### src/rtl/mean_controller.sv
// Control FSM for the running-mean datapath: sequences clear, accumulate, divide and done.
// Define MEAN_CTRL_WATCHDOG_EN to build the ACC watchdog and the sticky ERR state.
module mean_controller #(
    parameter int DIV_CYCLES  = 1,
    parameter int ACC_TIMEOUT = 300
) (
    input  logic       clk,
    input  logic       rst,
    input  logic       start,
    input  logic       co,
    output logic       enReg,
    output logic       cnten,
    output logic       clear,
    output logic       endiv,
    output logic       busy,
    output logic       done,
    output logic       err,
    output logic [2:0] state_dbg
);

    // Handshake: start is a level request honoured only in IDLE/ERR; busy spans
    // CLEAR..DONE and done is a single-cycle pulse in the last busy cycle.
`ifdef MEAN_CTRL_WATCHDOG_EN
    typedef enum logic [2:0] {
        S_IDLE  = 3'd0,
        S_CLEAR = 3'd1,
        S_ACC   = 3'd2,
        S_DIV   = 3'd3,
        S_DONE  = 3'd4,
        S_ERR   = 3'd5
    } state_t;
`else
    typedef enum logic [2:0] {
        S_IDLE  = 3'd0,
        S_CLEAR = 3'd1,
        S_ACC   = 3'd2,
        S_DIV   = 3'd3,
        S_DONE  = 3'd4
    } state_t;
`endif

    localparam logic [3:0] DIV_LOAD = 4'(DIV_CYCLES - 1);

    state_t     state_q;
    state_t     state_d;
    logic [3:0] div_cnt;
    logic       div_last;

    assign div_last  = (div_cnt == 4'd0);
    assign state_dbg = state_q;

    always_ff @(posedge clk or posedge rst) begin
        if (rst) begin
            state_q <= S_IDLE;
            div_cnt <= 4'd0;
        end else begin
            state_q <= state_d;
            // Loaded on the ACC->DIV edge so the first DIV cycle already counts.
            if (state_q == S_ACC && co)
                div_cnt <= DIV_LOAD;
            else if (state_q == S_DIV && !div_last)
                div_cnt <= div_cnt - 4'd1;
        end
    end

`ifdef MEAN_CTRL_WATCHDOG_EN
    localparam logic [9:0] TIMEOUT_LAST = 10'(ACC_TIMEOUT - 1);

    logic [9:0] wd_cnt;
    logic       timeout;

    // wd_cnt holds (ACC cycle number - 1) while in ACC.
    always_ff @(posedge clk or posedge rst) begin
        if (rst)
            wd_cnt <= 10'd0;
        else if (state_q == S_CLEAR)
            wd_cnt <= 10'd0;
        else if (state_q == S_ACC && wd_cnt != 10'h3ff)
            wd_cnt <= wd_cnt + 10'd1;
    end

    assign timeout = (wd_cnt >= TIMEOUT_LAST);
`endif

    always_comb begin
        state_d = state_q;
        enReg   = 1'b0;
        cnten   = 1'b0;
        clear   = 1'b0;
        endiv   = 1'b0;
        busy    = 1'b0;
        done    = 1'b0;
        err     = 1'b0;
        case (state_q)
            S_IDLE: begin
                if (start)
                    state_d = S_CLEAR;
            end
            S_CLEAR: begin
                clear   = 1'b1;
                busy    = 1'b1;
                state_d = S_ACC;
            end
            S_ACC: begin
                enReg = 1'b1;
                cnten = 1'b1;
                busy  = 1'b1;
                // co beats a simultaneous timeout: the last sample is still valid.
                if (co)
                    state_d = S_DIV;
`ifdef MEAN_CTRL_WATCHDOG_EN
                else if (timeout)
                    state_d = S_ERR;
`endif
            end
            S_DIV: begin
                endiv = 1'b1;
                busy  = 1'b1;
                if (div_last)
                    state_d = S_DONE;
            end
            S_DONE: begin
                done    = 1'b1;
                busy    = 1'b1;
                state_d = S_IDLE;
            end
`ifdef MEAN_CTRL_WATCHDOG_EN
            S_ERR: begin
                err = 1'b1;
                if (start)
                    state_d = S_CLEAR;
            end
`endif
            default: state_d = S_IDLE;
        endcase
    end

endmodule

### config.mk
export PLATFORM = sky130hd
export DESIGN_NAME = mean_controller
export DESIGN_NICKNAME = d
export VERILOG_FILES = /design/src/rtl/mean_controller.sv
export SDC_FILE = /design/constraint.sdc
export NUM_CORES = 1
export LEC_CHECK = 0
export BUFFER_PORTS_ARGS = -buffer_cell sky130_fd_sc_hd__buf_2
export CAP_MARGIN = 10
export CORE_UTILIZATION = 23
export DETAILED_ROUTE_END_ITERATION = 6
export GPL_TIMING_DRIVEN = 0
export PLACE_DENSITY_LB_ADDON = 0.08
export SYNTH_ARGS = -nofsm -noshare
export SYNTH_HDL_FRONTEND = slang
export SYNTH_SLANG_ARGS = --single-unit
export TNS_END_PERCENT = 30
### constraint.sdc
create_clock -name clk -period 1.9 [get_ports clk]
set_input_delay 0.38 -clock clk [delete_from_list [all_inputs] [get_ports clk]]
set_output_delay 0.38 -clock clk [all_outputs]
set_load 0.02 [all_outputs]
# After elaboration in Yosys (flattened, before gate mapping)
# Index checks and enable logic that the tools add are counted.
[word_totals] reg_bits=7 out_inout_bits=10 word_cells=29 input_bits=4
[classes] n_reduce_logical=8 n_addsub=1 muxes=11 eq_ne=7
[ops] cell="3-bit case mux with 4 select lines" count=1
[ops] cell="3-bit two-way mux" count=3
[ops] cell="4-bit two-way mux" count=2
[ops] cell="3-bit by 2-bit == test with 1-bit output (second input constant)" count=2
[ops] cell="2-bit inequality test (second input constant)" count=3
[ops] cell="1-bit two-way mux" count=5
[ops] cell="4-bit logical NOT" count=1
[ops] cell="4-bit OR reduction" count=1
[ops] cell="4-bit by 1-bit subtractor with 4-bit output (second input constant)" count=1
[ops] cell="3-bit by 1-bit == test with 1-bit output (second input constant)" count=1
[ops] cell="3-bit == test (second input constant)" count=1
[ops] cell="3-bit logical NOT" count=1
[ops] cell="3-bit AND reduction" count=1
[ops] cell="1-bit logical AND" count=2
[ops] cell="2-bit nonzero test" count=1
[ops] cell="1-bit logical NOT" count=1

# Depth between registers and ports, before layout
[logic_depth] depth_word=5 mapped_depth=5 ltp_nobuf=5

# Worst setup path before layout
# OpenSTA, ideal clock, no wires.
[synth_timing] path_type="register to output" start="register state_q[2], in the netlist state_dbg[2]" end="output port enReg" path_slack_ns=0.059 t_required_ns=1.520 t_arrival_ns=1.461 n_path_buf=2 stages_incl_launch_ff=4 cell_sequence="dfrtp_1 buf_2 nor3b_1 buf_4"
[synth_via] elab_chain_len=2
[synth_rtl] item="start, declared" line_no="44" source="state_t state_q;"
[synth_rtl] item="start signal, assigned" line_no="57" source="state_q <= state_d;"
[synth_rtl] item="3-bit by 2-bit == test with 1-bit output"
[synth_rtl] item="1-bit two-way mux"
[synth_rtl] item="end, declared" line_no="11" source="output logic enReg,"
# Every way passes these cells.

# Worst setup path in the final report
[layout_timing] start="register state_q[1], in the netlist state_dbg[1]" end="output port enReg"
[layout_via] elab_chain_len=2
[layout_rtl] item="3-bit by 2-bit == test with 1-bit output" line_no="94" source="case (state_q)"
[layout_rtl] item="1-bit two-way mux" line_no="94"
# Every way passes these cells.

==> summary.md <==
| Metric | Value |
|---|---|
| Met3 Usage GRT | 0.0238 |
| Critical path required time | 1520 ps |
| Initial Util | 0.250 |
| Area growth, synth to finish | 26.7% |
| Postcts setup bufs | 0 |
| Most Crowded Layer GR | met1 |
| Tightest hold margin | between 50 and 60 ps |
| Critical setup path kind | reg -> out |
| Leak Pwr | approximately 0.28 nW |
| Hold_buf cts | 0 |
| Number of buffers added on ports | 12 |
| Cells after Synth | 43 |
| Initial antenna violation count | 0 |
| Power density cells | a little under 2000 nW/µm² |
| DR vias/cell | 4.15 |
| Critical Path Sink | enReg |
| Status | finished clean |
| CP arrival | roughly 1300 ps |
| Slowest-stage cell, CP | dfrtp_1 |
| WP buf/inv | 2 |
| Max-Cap Viols | 0 |
| RSZ-0062 raised after global routing | no |
| Clock Skew | 2.66 ps |
| Ranking of synthesized cells by area | dfrtp_1, mux2i_1, nand3b_4 |
| Initial DRC Count | 1 |
| Met1 Track Usage GR | 0.141 |
| Largest net degree at the start of global routing | 9 |
| Met2 Track Usage GR | 0.123 |
| Max VDD drop | between 0.6 and 0.7 mV |
| Die Y | 45.8 µm |
| Critical Path Max Stage Delay | about 510 ps |
| Number of inserted diodes | 0 |
| Detailed-router iteration count before antenna repair | 2 |
| Post-Syn Nets | 48 |
| Synth Flop Type | dfrtp_1 |
| Post-synth EDFFs | 0 |
| Core outline area | 1760 µm² |
| Die area | 2090 µm² |
| Ratio of cells with drive above 1 in the final layout | 0.441 |
| CTS tree | built |
| Final critical-path required period | 1710 ps |
| Post-synth top area share | 0.398 |
| Worst path top cell family by delay | flip-flops |
| Max FO, Critical Path | 8 |
| Worst R2R Start | div_cnt[0]$_DFFE_PP0P_ |
| CTS Sinks | 7 |
| I/O Pins | 14 |
| Mean Syn Cell Area | 10.2 µm² |
| HPWL after DPL | about 650 µm |
| Final hold vios | 0 |
| Most instantiated cells after synthesis | dfrtp_1, mux2i_1, nand2_1, inv_1 |
| Nets | 65 |
| Fmax | between 0.5 and 0.6 GHz |
| First-pass GRT wire length | ~1400 µm |
| Post-synthesis async set-or-reset flop share | 1.00 |
| Library cells used by synthesis | 26 |
| Core Rows | 15 |
| Routed vias | between 300 and 400 |
| Power, Total | approximately 0.0011 W |
| Synthesized flop and latch total | 7 |
| Clock H-tree levels | 1 |
| CP Depth | 3 |
| DRC violations left | 0 |
| Die W | 45.8 µm |
| Post-Route Setup TNS | 0 ps |
| Clock Tree Buf Depth | 2 |
| Top-count cell post-synth | dfrtp_1 |
| Hold Path Class | in -> async |
| Final period util | 0.902 |
| Critical Path Source | state_dbg[1]$_DFFE_PP0P_ |
| Reg-to-Reg End | div_cnt[2]$_DFFE_PP0P_ |
| Post-Synthesis Cell Area | about 440 µm² |
| Inserted Clock Buffers | 3 |
| Number of global-route vias before repair | a little over 300 |
| Worst path cell trace | nor3b_1, buf_4, buf_2 |
| Register area share after synthesis | 0.398 |
| Yosys warns | 0 |
| GRT Total Usage | 0.0976 |
| Setup crit start kind | flip-flop |
| Root buf cell | clkbuf_4 |
| GRT overflow | 0 |
| Post-synth top area cell | dfrtp_1 |
| Antenna-violating nets left | 0 |
| Length in cells of the worst reg-to-reg path | 5 |
| Final Setup Violations | 0 |
| Worst reg-to-reg setup slack | 450 ps |
| DR WL/cell | 10.6 µm |
| Max Slew Vio Count | 0 |
| Critical Path End Type | primary output |
| Reg clk slew, reported paths | 60 ps |
| PostCTS Resize Cnt | 0 |
| Routed wire length | 888 µm |
| Routability cong. | roughly 0.66 |
| Clk Latency, worst-skew pair | between 200 and 300 ps |
[cell usage in the layout (no fill, tap or decap)]
cell and instances:
buf_2 13, dfrtp_1 7, mux2i_1 4, nand2_1 4, inv_1 3, clkbuf_4 3, nor3b_1 2, nor2_1 2
buf_4 2, nor3b_2 1, nand3b_4 1, o32ai_1 1, nor2_2 1, nand4bb_1 1, clkinv_2 1, or3b_4 1
nand3_1 1, o21ai_1 1, nand3_2 1, and2_1 1, xnor2_1 1, or2_2 1, nor4_2 1, and3_1 1
nor3_1 1, ha_1 1, conb_1 1, clkbuf_1 1
[metal layers]
layer,up-vias,part of all wire
met4,0,0.017
met1,158,0.55
met5,-,0
li1,176,-
met3,2,0.041
met2,13,0.39
[worst register-to-register path, cell delays in order (launching register included)]
cell	delay (ps)
dfrtp_1	410
inv_1	90
ha_1	210
or3b_4	410
nand3_2	90
mux2i_1	170
[area by class of cell]
class	instances	area, µm²
plain buffers	3	20.0
fillers	206	1210
flip-flops and latches	7	175
repair buffers	12	60.1
well taps	25	31.3
clock buffers	4	26.3
multi-input cells	29	229
inverters	4	16.3
[per-stage QoR]
step	cells	setup WS [ps]	area (µm²)	util
3_3_place_gp	80	454	532	0.301
5_1_grt	84	62.8	558	0.316
2_1_floorplan	43	58.5	440	-
4_1_cts	84	151	558	0.316
6_report	84	186	558	0.316
3_5_place_dp	80	442	532	0.301
[cell families (layout without fill, tap and decap cells)]
logic type,count (synthesis),count (layout),synth area share
flip-flops,7,7,0.398
adder cells (fa/ha/maj),1,1,0.0284
buffers and inverters,7,23,0.0824
other,1,1,0.00851
multiplexers,4,4,0.0909
XOR/XNOR,1,1,0.0199
AND/OR/NAND/NOR,20,20,0.341
AO/OA/AOI/OAI,2,2,0.0312
[registers in the layout, summed over array words and instances, names as in the netlist]
| register | count |
|---|---|
| div_cnt | 4 |
| state_dbg | 3 |
[report_power, final]
part	switching [W]	internal [W]	total, W
Combinational	0.000356	0.000288	0.000644
Clock	0.0000626	0.0000807	0.000143
Sequential	0.0000971	0.000218	0.000315
Total	0.000516	0.000587	0.00110
[worst min path at each step]
stage	startpoint	slack [ps]	to	cells past startpoint
floorplan	rst	180	div_cnt[0]$_DFFE_PP0P_	1
global placement	rst	330	state_dbg[2]$_DFFE_PP0P_	2
detailed placement	rst	330	state_dbg[2]$_DFFE_PP0P_	2
CTS	rst	70	state_dbg[2]$_DFFE_PP0P_	2
global route	rst	90	state_dbg[0]$_DFFE_PP0P_	2
finish	rst	50	state_dbg[0]$_DFFE_PP0P_	2
(Power assumes the default switching activity.)
